`config.mk`:
```
export PLATFORM = sky130hd
export DESIGN_NAME = pipelined_tree_accumulator_flat
export DESIGN_NICKNAME = d
export VERILOG_FILES = /design/src/rtl/pipelined_tree_accumulator_if.sv /design/src/rtl/pipelined_tree_accumulator.sv /design/src/flat_wrapper.sv
export SDC_FILE = /design/constraint.sdc
export NUM_CORES = 1
export LEC_CHECK = 0
export BUFFER_PORTS_ARGS = -buffer_cell sky130_fd_sc_hd__buf_4
export CAP_MARGIN = 15
export CELL_PAD_IN_SITES_DETAIL_PLACEMENT = 1
export CELL_PAD_IN_SITES_GLOBAL_PLACEMENT = 1
export CORE_AREA = 2 2 171 173
export DETAILED_ROUTE_END_ITERATION = 7
export DIE_AREA = 0 0 173 175
export GPL_TIMING_DRIVEN = 0
export PLACE_DENSITY_LB_ADDON = 0.1
export SKIP_CTS_REPAIR_TIMING = 1
export SYNTH_ARGS = -nofsm -noshare
export SYNTH_HDL_FRONTEND = slang
export SYNTH_SLANG_ARGS = --single-unit
```
`constraint.sdc`:
```
create_clock -name clk_i -period 4 [get_ports clk_i]
set_input_delay 0.6 -clock clk_i [delete_from_list [all_inputs] [get_ports clk_i]]
set_output_delay 0.6 -clock clk_i [all_outputs]
set_load 0.02 [all_outputs]
```
`src/rtl/pipelined_tree_accumulator_if.sv`:
```
// Beat-in / result-out handshake bundle for the pipelined tree accumulator.
// The slave modport is the accumulator's view; master is the producer/consumer side.
interface pipelined_tree_accumulator_if #(
    parameter int P             = 8,
    parameter int INPUTS_AMOUNT = 8,
    parameter int OUT_W         = 32
);
    logic signed [P-1:0]     in_data_i [INPUTS_AMOUNT];
    logic                    in_last_i;
    logic                    in_valid_i;
    logic                    in_ready_o;
    logic signed [OUT_W-1:0] out_data_o;
    logic                    out_valid_o;
    logic                    out_ready_i;

    modport master (
        output in_data_i, in_last_i, in_valid_i, out_ready_i,
        input  in_ready_o, out_data_o, out_valid_o
    );

    modport slave (
        input  in_data_i, in_last_i, in_valid_i, out_ready_i,
        output in_ready_o, out_data_o, out_valid_o
    );
endinterface

```
`src/rtl/pipelined_tree_accumulator.sv`:
```
// Registered binary adder tree over signed lanes, followed by a group accumulator
// that emits its running sum on the last-flagged beat. One global enable stalls everything.
module pipelined_tree_accumulator #(
    parameter int P             = 8,
    parameter int INPUTS_AMOUNT = 8,
    parameter int OUT_W         = 32
) (
    input  logic clk_i,
    input  logic rst_ni,
    pipelined_tree_accumulator_if.slave bus
);
    localparam int LEVELS = (INPUTS_AMOUNT > 1) ? $clog2(INPUTS_AMOUNT) : 0;
    localparam int NP     = 1 << LEVELS;

    logic en;
    assign en             = !bus.out_valid_o || bus.out_ready_i;
    assign bus.in_ready_o = en;

    // Lanes beyond INPUTS_AMOUNT are tied to zero so the tree is always a full power of two.
    logic signed [P-1:0] lane [NP];
    for (genvar i = 0; i < NP; i++) begin : g_pad
        if (i < INPUTS_AMOUNT) begin : g_real
            assign lane[i] = bus.in_data_i[i];
        end else begin : g_zero
            assign lane[i] = '0;
        end
    end

    for (genvar k = 0; k <= LEVELS; k++) begin : g_lvl
        localparam int W = P + k;
        localparam int M = NP >> k;

        logic signed [W-1:0] sum_q [M];
        logic                vld_q;
        logic                last_q;

        if (k == 0) begin : g_in
            always_ff @(posedge clk_i or negedge rst_ni) begin
                if (!rst_ni) begin
                    vld_q  <= 1'b0;
                    last_q <= 1'b0;
                    for (int j = 0; j < M; j++) sum_q[j] <= '0;
                end else if (en) begin
                    vld_q  <= bus.in_valid_i;
                    last_q <= bus.in_last_i;
                    for (int j = 0; j < M; j++) sum_q[j] <= lane[j];
                end
            end
        end else begin : g_add
            // Each operand is sign-extended by one bit so the pair sum cannot overflow.
            always_ff @(posedge clk_i or negedge rst_ni) begin
                if (!rst_ni) begin
                    vld_q  <= 1'b0;
                    last_q <= 1'b0;
                    for (int j = 0; j < M; j++) sum_q[j] <= '0;
                end else if (en) begin
                    vld_q  <= g_lvl[k-1].vld_q;
                    last_q <= g_lvl[k-1].last_q;
                    for (int j = 0; j < M; j++) begin
                        sum_q[j] <= {g_lvl[k-1].sum_q[2*j][W-2],   g_lvl[k-1].sum_q[2*j]}
                                  + {g_lvl[k-1].sum_q[2*j+1][W-2], g_lvl[k-1].sum_q[2*j+1]};
                    end
                end
            end
        end
    end

    logic signed [OUT_W-1:0] tree_sum;
    logic signed [OUT_W-1:0] acc_q;
    logic signed [OUT_W-1:0] acc_plus;

    assign tree_sum = OUT_W'(g_lvl[LEVELS].sum_q[0]);
    assign acc_plus = acc_q + tree_sum;

    // en high means the output slot is free or being drained this cycle, so it may be reloaded or cleared.
    always_ff @(posedge clk_i or negedge rst_ni) begin
        if (!rst_ni) begin
            acc_q           <= '0;
            bus.out_data_o  <= '0;
            bus.out_valid_o <= 1'b0;
        end else if (en) begin
            if (g_lvl[LEVELS].vld_q) begin
                if (g_lvl[LEVELS].last_q) begin
                    bus.out_data_o  <= acc_plus;
                    bus.out_valid_o <= 1'b1;
                    acc_q           <= '0;
                end else begin
                    acc_q           <= acc_plus;
                    bus.out_valid_o <= 1'b0;
                end
            end else begin
                bus.out_valid_o <= 1'b0;
            end
        end
    end
endmodule
```
`src/flat_wrapper.sv`:
```
// flat-port wrapper written by rule: the top's interface ports become plain ports
module pipelined_tree_accumulator_flat 
#(
    parameter int P             = 8,
    parameter int INPUTS_AMOUNT = 8,
    parameter int OUT_W         = 32
)
  (clk_i, rst_ni, bus_in_data_i, bus_in_last_i, bus_in_valid_i, bus_out_ready_i, bus_in_ready_o, bus_out_data_o, bus_out_valid_o);
  pipelined_tree_accumulator_if #(.P(P), .INPUTS_AMOUNT(INPUTS_AMOUNT), .OUT_W(OUT_W)) bus_i ();
  input  logic clk_i;
  input  logic rst_ni;
  input wire logic [$bits(bus_i.in_data_i)-1:0] bus_in_data_i;
  input wire logic [$bits(bus_i.in_last_i)-1:0] bus_in_last_i;
  input wire logic [$bits(bus_i.in_valid_i)-1:0] bus_in_valid_i;
  input wire logic [$bits(bus_i.out_ready_i)-1:0] bus_out_ready_i;
  output wire logic [$bits(bus_i.in_ready_o)-1:0] bus_in_ready_o;
  output wire logic [$bits(bus_i.out_data_o)-1:0] bus_out_data_o;
  output wire logic [$bits(bus_i.out_valid_o)-1:0] bus_out_valid_o;
  assign bus_i.in_data_i = {>>{bus_in_data_i}};
  assign bus_i.in_last_i = bus_in_last_i;
  assign bus_i.in_valid_i = bus_in_valid_i;
  assign bus_i.out_ready_i = bus_out_ready_i;
  assign bus_in_ready_o = bus_i.in_ready_o;
  assign bus_out_data_o = bus_i.out_data_o;
  assign bus_out_valid_o = bus_i.out_valid_o;
  pipelined_tree_accumulator #(.P(P), .INPUTS_AMOUNT(INPUTS_AMOUNT), .OUT_W(OUT_W)) u_core (.clk_i(clk_i), .rst_ni(rst_ni), .bus(bus_i));
endmodule
```
==> flow_metrics.tcl, run 1 <==
set metrics [dict create \
    mostFrequentLayoutCell "sky130_fd_sc_hd__nand2_1" \
    r2r-start "u_core.g_lvl[3].sum_q[0]$_DFFE_PN0N_" \
    preCtsSetupSlack_ps 355 \
    postSynthAreaPerCell_um2 9.38 \
    worstPathMaxFanout 10 \
    crit-reg2reg-capture "u_core.bus.out_data_o[24]$_DFFE_PN0P_" \
    port-buffer-count 102 \
    power.leakage_uw 0.00656 \
    cap_violations 0 \
    gp_congestion 0.801 \
    antenna_left 0 \
    clkSlewWorstSetupHoldPaths_ps 50 \
    synthFlopType "sky130_fd_sc_hd__dfrtp_1" \
    violated_checks "hold timing" \
    initial_core_util_pct 39.3 \
    timing_hold_violations_final 9 \
    syn_inst 1190 \
    numCtsBuffers 26 \
    worst_setup_path_start_kind "flip-flop" \
    post-route-drc-count 0 \
    clock-sinks 204 \
    fill_cells 3373 \
    drt_wl_total_um 29200 \
    placeableCoreArea_um2 28400 \
    boundaryPins 103 \
    finish.net_count 1491 \
    power.ir.vdd_worst_uv 299 \
    multi_input_area_um2 5750 \
    seq_area_frac_synth_pct 45.7 \
    die_width_um 173 \
    maxSlewHeadroom_pct 38.0 \
    grt_max_degree 75 \
    vias_per_cell 5.02 \
    gr-usage-all-layers_pct 19.6 \
    synth_nets 1358 \
    chipHeight_um 175 \
    synth_enable_flop_cells 0 \
    antenna_cells_inserted 0 \
    worstPathArrival_ps 2670 \
    final_period_minus_worst_setup_slack_ps 3270 \
    grt_antenna_before_repair 0 \
    regArea_um2 5100 \
    final.hold.worst_slack_ps -16.1 \
    fp.dieArea_um2 30300 \
    worst_reg2reg_setup_slack_ps 810 \
    number_of_iterations_in_the_first_detailed_routing_pass 4 \
    cts-root-to-sink-buffers 3 \
    reg2regPathDepth 10 \
    routed_wire_length_per_instance_um 16.9 \
    holdCritPathClass "input port to async pin" \
    row_count 62 \
    setup_slack_ps 729 \
    cts.root.buffer_cell "sky130_fd_sc_hd__clkbuf_16" \
    yosys_warnings 0 \
    ys_async_sr_fraction_pct 100 \
    layout-drive-gt1-share_pct 13.6 \
    cts_htree_levels 1 \
    drv_slew 0 \
    grt_pass1_vias 9267 \
    synth.ff_latch_count 204 \
    cts_tree "done" \
    status "finished with violations" \
    drt_first_iter_violations 299 \
    insertion_delay_ps 540 \
    finalSetupTns_ps 0 \
    critPathRequiredTime_ps 3400 \
    skew_ps 12.4 \
    setup_repair_after_global_routing_missed_its_margin "no" \
    tightest_slew_ps 926 \
    most-common-layout-cells "sky130_fd_sc_hd__nand2_1, sky130_fd_sc_hd__dfrtp_1, sky130_fd_sc_hd__buf_4, sky130_fd_sc_hd__a21oi_1, sky130_fd_sc_hd__ha_1" \
    grt.overflow.total 0 \
    synthToLayoutAreaGrowth_pct 19.9 \
    power_density_nw_per_um2 950 \
    dp_hpwl_um 21800 \
    max_freq_ghz 0.306 \
    cp-end-kind "primary output" \
    synth.lib_cells_used.distinct 55 \
    dr_total_vias 8652 \
    worstSetupPathType "flip-flop to primary output" \
    grt_first_pass_wirelength_um 48100 \
    synth_area_um2 11200 \
    timing.final.crit_share_pct 81.8 \
    report.final.setup_viol 0 \
]
==> through the flow <==
| step | std cells | util (%) | power, µW | instance area [µm²] |
|---|---|---|---|---|
| floorplan | 1190 | - | 8390 | 11200 |
| global placement | 1676 | 43.7 | 10100 | 12400 |
| detailed placement | 1678 | 43.9 | 10300 | 12500 |
| CTS | 1724 | 47.0 | 12900 | 13400 |
| global route | 1725 | 47.1 | 13900 | 13400 |
| finish | 1725 | 47.1 | 12700 | 13400 |
==> cell usage after synthesis (2+ instances only) <==
master / count / area, µm²
sky130_fd_sc_hd__a21o_1: 29 / 218
sky130_fd_sc_hd__ha_1: 91 / 1140
sky130_fd_sc_hd__buf_1: 2 / 7.51
sky130_fd_sc_hd__and3_1: 3 / 18.8
sky130_fd_sc_hd__nor3b_1: 2 / 15.0
sky130_fd_sc_hd__nand3_1: 8 / 40.0
sky130_fd_sc_hd__a41o_1: 2 / 20.0
sky130_fd_sc_hd__nor3_1: 7 / 35.0
sky130_fd_sc_hd__xnor2_1: 52 / 455
sky130_fd_sc_hd__inv_1: 33 / 124
sky130_fd_sc_hd__o21ai_0: 39 / 195
sky130_fd_sc_hd__nand2_1: 322 / 1210
sky130_fd_sc_hd__a211oi_1: 6 / 45.0
sky130_fd_sc_hd__clkbuf_1: 45 / 169
sky130_fd_sc_hd__nor2_1: 63 / 236
sky130_fd_sc_hd__a31oi_1: 11 / 68.8
sky130_fd_sc_hd__a21oi_1: 98 / 490
sky130_fd_sc_hd__xor2_1: 21 / 184
sky130_fd_sc_hd__nand2b_1: 5 / 31.3
sky130_fd_sc_hd__a22o_1: 18 / 158
sky130_fd_sc_hd__o21ai_1: 17 / 85.1
sky130_fd_sc_hd__fa_1: 8 / 160
sky130_fd_sc_hd__a211oi_2: 3 / 37.5
sky130_fd_sc_hd__o31ai_1: 3 / 22.5
sky130_fd_sc_hd__or3_1: 2 / 12.5
sky130_fd_sc_hd__nand4_1: 3 / 18.8
sky130_fd_sc_hd__o21a_1: 5 / 37.5
sky130_fd_sc_hd__dfrtp_1: 204 / 5100
sky130_fd_sc_hd__o21bai_1: 29 / 218
sky130_fd_sc_hd__nor2b_1: 7 / 43.8
sky130_fd_sc_hd__mux2i_1: 4 / 40.0
sky130_fd_sc_hd__mux2_2: 21 / 236
sky130_fd_sc_hd__o211ai_1: 5 / 37.5
==> worst max-delay path, cell delays in order (launching register included) <==
cell and delay [ps]:
sky130_fd_sc_hd__dfrtp_1 370, sky130_fd_sc_hd__nor2b_1 160, sky130_fd_sc_hd__clkbuf_1 230, sky130_fd_sc_hd__inv_2 170
sky130_fd_sc_hd__clkbuf_1 470, sky130_fd_sc_hd__clkbuf_1 490, sky130_fd_sc_hd__buf_4 250
==> where the power goes <==
| part | total (µW) | leakage [µW] | internal (µW) | switching, µW |
|---|---|---|---|---|
| Clock | 2430 | 0.000446 | 1510 | 923 |
| Sequential | 3540 | 0.00245 | 2970 | 569 |
| Combinational | 6740 | 0.00366 | 2890 | 3850 |
| Total | 12700 | 0.00656 | 7370 | 5350 |
==> logic make-up after synthesis <==
logic type | count (synthesis) | synth area share, %
DFF | 204 | 45.7
adders and majority gates | 99 | 11.6
AOI/OAI and AO/OA | 277 | 16.0
xor gates and xnor gates | 74 | 5.93
and+or+nand+nor | 429 | 15.4
buffers and inverters | 81 | 2.72
muxes | 26 | 2.58
==> layout make-up <==
| cell class | count | share of cell area [%] |
|---|---|---|
| multi-input cells | 905 | 43.0 |
| flip-flops and latches | 204 | 38.1 |
| repair buffers | 105 | 6.39 |
| clock buffers | 35 | 5.65 |
| well taps | 384 | 3.59 |
| plain buffers | 47 | 1.32 |
| clock inverters | 11 | 0.972 |
| inverters | 34 | 0.954 |
==> worst max-delay path by stage <==
stage	slack, ps	from	cells after the start	end
CTS	350	u_core.g_lvl[3].sum_q[10]$_DFFE_PN0N_	9	u_core.bus.out_data_o[24]$_DFFE_PN0P_
detailed placement	360	u_core.g_lvl[3].sum_q[10]$_DFFE_PN0N_	9	u_core.bus.out_data_o[31]$_DFFE_PN0P_
finish	730	u_core.bus.out_valid_o$_DFFE_PN0N_	6	bus_in_ready_o
global route	530	u_core.bus.out_valid_o$_DFFE_PN0N_	6	bus_in_ready_o
floorplan	1160	u_core.g_lvl[3].sum_q[10]$_DFFE_PN0N_	9	u_core.bus.out_data_o[24]$_DFFE_PN0P_
global placement	350	u_core.g_lvl[3].sum_q[10]$_DFFE_PN0N_	9	u_core.bus.out_data_o[24]$_DFFE_PN0P_
==> per-layer routing <==
| metal | vias to the layer above | part of all wire, % | GRT usage [%] |
|---|---|---|---|
| li1 | 4307 | - | - |
| met1 | 4183 | 44 | 24.5 |
| met2 | 121 | 50 | 35.7 |
| met3 | 41 | 3.7 | 2.63 |
| met4 | 0 | 2.3 | 5.05 |
| met5 | - | 0 | 0 |
==> registers in the layout (all words and copies together), names as in the netlist <==
| signal | flops |
|---|---|
| u_core.g_lvl.sum_q | 131 |
| u_core.bus.out_data_o | 32 |
| u_core.g_lvl.vld_q | 4 |
| u_core.bus.out_valid_o | 1 |
| u_core.acc_q | 32 |
| u_core.g_lvl.last_q | 4 |
Power figures use the tool's default switching activity.
==> inputs of run 2 (changes only) <==
==> constraint.sdc (replaced) <==
create_clock -name clk_i -period 2.8 [get_ports clk_i]
set_input_delay 0.42 -clock clk_i [delete_from_list [all_inputs] [get_ports clk_i]]
set_output_delay 0.42 -clock clk_i [all_outputs]
set_load 0.02 [all_outputs]
==> run 2 against run 1 <==
The run ends with setup timing left. Critical endpoint is now u_core.bus.out_data_o[28]$_DFFE_PN0P_. Combinational power is 53% higher. Sequential share of layout area fell by 1.1 points. Sequential power grew 44%. Clock power up 40%. Count of clock-buffer cells in the layout is 8 higher. Utilization increased by 1.5 points. Cell area increased by 3.2%. Total power is 48% higher. Flip-flop and latch count did not move.
==> flow_metrics.tcl, run 2 (same netlist as run 1, synthesis figures left out) <==
set metrics [dict create \
    vias_per_cell 5.03 \
    largest_register_ff_count 131 \
    layout-drive-gt1-share_pct 17.2 \
    report.final.setup_viol 3 \
    timing.final.crit_share_pct 102 \
    antenna_cells_inserted 0 \
    die_width_um 173 \
    clkSlewWorstSetupHoldPaths_ps 60 \
    post-route-drc-count 0 \
    dr_total_vias 8724 \
    timing.hold.worst_endpoint "u_core.g_lvl[0].sum_q[53]$_DFFE_PN0N_" \
    internal_uw 10900 \
    most-common-layout-cells "sky130_fd_sc_hd__nand2_1, sky130_fd_sc_hd__dfrtp_1, sky130_fd_sc_hd__buf_4, sky130_fd_sc_hd__a21oi_1, sky130_fd_sc_hd__ha_1" \
    worst_reg2reg_setup_slack_ps -50 \
    grt_max_degree 84 \
    grt_pass1_vias 9388 \
    reg2regPathDepth 9 \
    finalSetupTns_ps -85.5 \
    synthToLayoutAreaGrowth_pct 23.7 \
    grt_first_pass_wirelength_um 48200 \
    register_with_the_most_flip_flops "u_core.g_lvl.sum_q" \
    chipHeight_um 175 \
    maxSlewHeadroom_pct 51.4 \
    cp-end-kind "flip-flop" \
    post-layout-total-power_uw 18900 \
    path_common_cell "sky130_fd_sc_hd__o21ai_1" \
    cts_tree "done" \
    setup_repair_after_global_routing_missed_its_margin "yes" \
    number_of_iterations_in_the_first_detailed_routing_pass 4 \
    cp_slowest_stage_delay_ps 540 \
    boundaryPins 103 \
    insertion_delay_ps 540 \
    gp_congestion 0.808 \
    dpl-instance-area_um2 12500 \
    timing_hold_violations_final 0 \
    port-buffer-count 102 \
    initial_core_util_pct 39.3 \
    drt_wl_total_um 29500 \
    worstHoldPathCells 3 \
    switching_power_uw 7930 \
    worstPathArrival_ps 3250 \
    dp_hpwl_um 21400 \
    slowest_stage "sky130_fd_sc_hd__dfrtp_4" \
    cts_htree_levels 1 \
    power_switching_share_pct 42.0 \
    numCtsBuffers 26 \
    grt.overflow.total 0 \
    grt_antenna_before_repair 0 \
    share_comb_of_total_power_pct 54.8 \
    drt_first_iter_violations 288 \
    power_density_nw_per_um2 1370 \
    fp.dieArea_um2 30300 \
    power.clock.fraction_pct 18.1 \
    reg.largest.list "u_core.g_lvl.sum_q (131), u_core.acc_q (32), u_core.bus.out_data_o (32)" \
    routed_wire_length_per_instance_um 17.0 \
    status "finished with violations" \
    final_period_minus_worst_setup_slack_ps 2850 \
    placeableCoreArea_um2 28400 \
    power.ir.vdd_worst_uv 488 \
    violated_checks "setup timing" \
    pwr-share-seq_pct 27.1 \
    drv_slew 0 \
    finish.net_count 1500 \
    worstSetupPathType "flip-flop to flip-flop" \
    max_freq_ghz 0.351 \
    critPathRequiredTime_ps 3210 \
    cts-root-to-sink-buffers 3 \
    cp_cell_sequence "ha_1, a211oi_1, o21ai_1, a221oi_2, a31oi_4, o31ai_4, o21ai_1, xor2_1, mux2_2" \
    holdCritPathClass "input port to flip-flop" \
    skew_ps 14.1 \
    crit-reg2reg-capture "u_core.bus.out_data_o[28]$_DFFE_PN0P_" \
    fin_area_um2 13800 \
    cap_violations 0 \
    power.leakage_uw 0.00663 \
    gr-usage-all-layers_pct 19.6 \
    mostFrequentLayoutCell "sky130_fd_sc_hd__nand2_1" \
    worst_setup_path_start_kind "flip-flop" \
    setup_slack_ps -45.5 \
    fill_cells 3254 \
    antenna_left 0 \
    min_from "bus_in_data_i[53]" \
    row_count 62 \
    cts.root.buffer_cell "sky130_fd_sc_hd__clkbuf_16" \
    worstPathMaxFanout 6 \
    r2r-start "u_core.g_lvl[3].sum_q[10]$_DFFE_PN0N_" \
    tightest_slew_ps 729 \
    clock-sinks 204 \
]
==> run 2: through the flow <==
step,setup slack (ps),instances,util [%],hold slack [ps]
global route,-134,1735,48.6,70.9
finish,-45.5,1735,48.6,76.0
detailed placement,-434,1678,43.9,331
CTS,-467,1725,47.0,-234
floorplan,113,1190,-,124
global placement,-455,1676,43.7,450
==> run 2: critical path, delay by kind of cell, from the launching register on <==
family | cells | cell delay [ps]
compound gates | 6 | 1320
xor+xnor | 1 | 170
mux | 1 | 280
fa+ha+maj | 1 | 400
flops | 1 | 540
==> run 2: worst max path at each step <==
| stage | start | endpoint | slack [ps] | cells past startpoint |
|---|---|---|---|---|
| after floorplan | u_core.acc_q[0]$_DFFE_PN0P_ | u_core.bus.out_data_o[24]$_DFFE_PN0P_ | 110 | 10 |
| after global placement | rst_ni | u_core.g_lvl[3].sum_q[10]$_DFFE_PN0N_ | -450 | 1 |
| after detailed placement | u_core.g_lvl[3].sum_q[10]$_DFFE_PN0N_ | u_core.bus.out_data_o[28]$_DFFE_PN0P_ | -430 | 9 |
| after CTS | u_core.g_lvl[3].sum_q[10]$_DFFE_PN0N_ | u_core.bus.out_data_o[28]$_DFFE_PN0P_ | -470 | 9 |
| after global routing | u_core.g_lvl[3].sum_q[10]$_DFFE_PN0N_ | u_core.bus.out_data_o[28]$_DFFE_PN0P_ | -130 | 9 |
| final | u_core.g_lvl[3].sum_q[10]$_DFFE_PN0N_ | u_core.bus.out_data_o[28]$_DFFE_PN0P_ | -50 | 9 |
==> run 2: cell type report <==
cell class,count,area (µm²),share of cell area [%]
Multi-Input combinational cell,905,6080,44.1
Sequential cell,204,5110,37.0
Timing Repair Buffer,119,967,7.00
Clock buffer,43,806,5.84
Tap cell,384,480,3.48
Buffer,42,163,1.18
Inverter,34,128,0.924
Clock inverter,4,72.6,0.526
==> run 2: power by group through the flow <==
stage,logic (µW),clock network [µW],registers (µW)
global route,11600,3630,5280
finish,10300,3410,5110
floorplan,6820,0,5170
detailed placement,9630,0,5160
CTS,9700,3510,5130
global placement,9330,0,5130
==> run 2: metal layers <==
metal  track usage [%]  share of wire (%)
met1              24.8                 44
met2              35.2                 50
met3              2.65                3.4
met4              4.91                1.9
met5                 0                  0
==> inputs of run 3 (changes only) <==
--- a/config.mk
+++ b/config.mk
@@ -5,16 +5,18 @@
 export SDC_FILE = /design/constraint.sdc
 export NUM_CORES = 1
 export LEC_CHECK = 0
+export ABC_AREA = 1
 export BUFFER_PORTS_ARGS = -buffer_cell sky130_fd_sc_hd__buf_4
 export CAP_MARGIN = 15
 export CELL_PAD_IN_SITES_DETAIL_PLACEMENT = 1
 export CELL_PAD_IN_SITES_GLOBAL_PLACEMENT = 1
-export CORE_AREA = 2 2 171 173
+export CORE_AREA = 2 2 179 181
 export DETAILED_ROUTE_END_ITERATION = 7
-export DIE_AREA = 0 0 173 175
+export DIE_AREA = 0 0 181 183
 export GPL_TIMING_DRIVEN = 0
 export PLACE_DENSITY_LB_ADDON = 0.1
 export SKIP_CTS_REPAIR_TIMING = 1
 export SYNTH_ARGS = -nofsm -noshare
 export SYNTH_HDL_FRONTEND = slang
 export SYNTH_SLANG_ARGS = --single-unit
+export TNS_END_PERCENT = 5
==> run 3 against run 2 <==
The run ends with hold timing left. Register-to-register slack improved by 350 ps. Flip-flop and latch count unchanged. Via count increased by 24%. Utilization decreased by 2.6 points. Non-clock buffer count decreased by 17. Total power decreased by 0.91%. Synthesized area increased by 9.9%. Critical endpoint is now bus_in_ready_o. Largest cell class unchanged. Largest power group unchanged. Highest routed layer unchanged.
==> flow_metrics.tcl, run 3 <==
set metrics [dict create \
    status "finished with violations" \
    violated_checks "hold timing" \
    power.ir.vdd_worst_uv 565 \
    worstPathArrival_ps 2170 \
    worstPathMaxFanout 10 \
    cts.root.buffer_cell "sky130_fd_sc_hd__clkbuf_16" \
    regArea_um2 5110 \
    syn_inst 1650 \
    mostFrequentLayoutCell "sky130_fd_sc_hd__nand2_1" \
    fill_cells 3963 \
    worst_setup_path_start_kind "flip-flop" \
    boundaryPins 103 \
    yosys.area.top_type "sky130_fd_sc_hd__dfrtp_1" \
    final.hold.worst_slack_ps -53.1 \
    worstSetupPathType "flip-flop to primary output" \
    reg2regPathDepth 9 \
    dpl.cell_count 2155 \
    clock-sinks 204 \
    fin_area_um2 14400 \
    timing_hold_violations_final 57 \
    finish.net_count 1949 \
    gp_congestion 0.866 \
    routed_wire_length_per_instance_um 15.8 \
    setup_repair_after_global_routing_missed_its_margin "no" \
    grt.overflow.total 0 \
    insertion_delay_ps 560 \
    antenna_cells_inserted 0 \
    report.final.setup_viol 0 \
    grt_max_degree 113 \
    vias_per_cell 4.92 \
    maxSlewHeadroom_pct 40.8 \
    cts-root-to-sink-buffers 3 \
    max_freq_ghz 0.386 \
    grt_pass1_vias 11686 \
    synth_area_um2 12300 \
    chipHeight_um 183 \
    largest_register_ff_count 131 \
    holdCritPathClass "input port to async pin" \
    worst_reg2reg_setup_slack_ps 300 \
    cts_htree_levels 1 \
    power_density_nw_per_um2 1300 \
    dp_hpwl_um 26800 \
    synth.ff_latch_count 204 \
    numCtsBuffers 26 \
    register_with_the_most_flip_flops "u_core.g_lvl.sum_q" \
    timing.final.crit_share_pct 92.4 \
    synthToLayoutAreaGrowth_pct 17.1 \
    antenna_left 0 \
    synth.lib_cells_used.distinct 36 \
    synth_enable_flop_cells 0 \
    postSynthAreaPerCell_um2 7.44 \
    drt_first_iter_violations 335 \
    multi_input_area_um2 6350 \
    synth_top_area_share_pct 41.6 \
    grt_first_pass_wirelength_um 58500 \
    synth_nets 1818 \
    cp-end-kind "primary output" \
    clkSlewWorstSetupHoldPaths_ps 60 \
    synth.area.top_cells "sky130_fd_sc_hd__dfrtp_1, sky130_fd_sc_hd__nand2_1, sky130_fd_sc_hd__ha_1" \
    power.leakage_uw 0.00791 \
    row_count 65 \
    dr_wl_met2_um 17600 \
    fp.dieArea_um2 33100 \
    initial_core_util_pct 39.3 \
    placeableCoreArea_um2 31200 \
    route.layer.met1.wl_um 15400 \
    dr_total_vias 10824 \
    tightest_slew_ps 888 \
    die_width_um 181 \
    most-common-layout-cells "sky130_fd_sc_hd__nand2_1, sky130_fd_sc_hd__dfrtp_1, sky130_fd_sc_hd__inv_1, sky130_fd_sc_hd__buf_4, sky130_fd_sc_hd__nand3_1" \
    layoutNonFillerInstCount 2202 \
    cap_violations 0 \
    layout-drive-gt1-share_pct 11.9 \
    grt_antenna_before_repair 0 \
    r2r-start "u_core.g_lvl[3].sum_q[10]$_DFFE_PN0N_" \
    number_of_iterations_in_the_first_detailed_routing_pass 4 \
    skew_ps 34.0 \
    reg.largest.list "u_core.g_lvl.sum_q (131), u_core.acc_q (32), u_core.bus.out_data_o (32)" \
    crit-reg2reg-capture "u_core.bus.out_data_o[28]$_DFFE_PN0P_" \
    drt_wl_total_um 34900 \
    port-buffer-count 102 \
    routed-wl-met3_um 938 \
    finalSetupTns_ps 0 \
    synthMostInstantiatedCell "sky130_fd_sc_hd__nand2_1" \
    synth_common_cells "sky130_fd_sc_hd__nand2_1, sky130_fd_sc_hd__dfrtp_1, sky130_fd_sc_hd__inv_1, sky130_fd_sc_hd__nand3_1, sky130_fd_sc_hd__ha_1" \
    ys_async_sr_fraction_pct 100 \
    post-route-drc-count 0 \
    dpl-instance-area_um2 13600 \
    seq_area_frac_synth_pct 41.6 \
    critPathRequiredTime_ps 2380 \
    synthFlopType "sky130_fd_sc_hd__dfrtp_1" \
    final_period_minus_worst_setup_slack_ps 2590 \
    yosys_warnings 0 \
    routed.top_layer "met4" \
    drv_slew 0 \
    cts_tree "done" \
    gr-usage-all-layers_pct 21.8 \
]
-- run 3: cell types whose count changed in the layout (fill, tap and decap cells not counted), moves of 24 or more --
cell                       change
sky130_fd_sc_hd__xnor2_1      -28
sky130_fd_sc_hd__o21bai_1     -26
sky130_fd_sc_hd__clkbuf_1     -24
sky130_fd_sc_hd__a21o_1       -25
sky130_fd_sc_hd__inv_1       +129
sky130_fd_sc_hd__buf_2        +27
sky130_fd_sc_hd__nand2_1     +412
sky130_fd_sc_hd__nand3_1      +86
-- run 3: where the power goes --
part / switching [µW] / internal [µW]
logic: 6650 / 3860
clock network: 1300 / 1820
registers: 859 / 4200
-- run 3: cell families after synthesis --
logic type / Yosys count / synth area share (%)
xor+xnor: 37 / 2.70
simple gates: 945 / 31.5
buf+inv: 206 / 6.61
compound gates: 159 / 7.01
flops: 204 / 41.6
fa+ha+maj: 99 / 10.6
-- run 3: per-layer routing --
layer | vias up | global-route usage (%)
li1 | 5475 | -
met5 | - | 0
met2 | 135 | 41.2
met1 | 5163 | 26.4
met3 | 51 | 2.20
met4 | 0 | 5.92
-- run 3: worst max path at each step --
stage | startpoint | end | cells past startpoint
finish | u_core.bus.out_valid_o$_DFFE_PN0N_ | bus_in_ready_o | 6
global route | u_core.bus.out_valid_o$_DFFE_PN0N_ | bus_in_ready_o | 6
CTS | u_core.bus.out_valid_o$_DFFE_PN0N_ | bus_in_ready_o | 6
detailed placement | u_core.g_lvl[3].sum_q[10]$_DFFE_PN0N_ | u_core.bus.out_data_o[28]$_DFFE_PN0P_ | 9
global placement | rst_ni | u_core.g_lvl[0].sum_q[43]$_DFFE_PN0N_ | 1
floorplan | u_core.g_lvl[3].sum_q[10]$_DFFE_PN0N_ | u_core.acc_q[28]$_DFFE_PN0P_ | 9
-- run 3: worst max-delay path: stages, from the launching register on --
cell,delay [ps]
sky130_fd_sc_hd__dfrtp_1,340
sky130_fd_sc_hd__inv_1,70
sky130_fd_sc_hd__nor2_4,220
sky130_fd_sc_hd__clkinv_1,200
sky130_fd_sc_hd__clkbuf_2,310
sky130_fd_sc_hd__buf_2,290
sky130_fd_sc_hd__buf_4,190
-- run 3: cell type report --
class | instances | share of cell area, %
Tap cell | 402 | 3.50
Multi-Input combinational cell | 1240 | 44.2
Clock inverter | 7 | 0.322
Timing Repair Buffer | 103 | 5.57
Clock buffer | 40 | 5.17
Buffer | 41 | 1.34
Sequential cell | 204 | 35.5
Inverter | 165 | 4.31
-- run 3: stage by stage --
stage / worst slack (ps) / hold slack, ps / utilization [%] / total power [µW]
floorplan: 825 / 124 / - / 12500
global placement: -253 / 457 / 43.3 / 15300
detailed placement: -33.3 / 461 / 43.5 / 15700
CTS: -78.3 / -12.4 / 46.0 / 19000
global route: 90.0 / 15.7 / 46.0 / 20700
finish: 213 / -53.1 / 46.0 / 18700
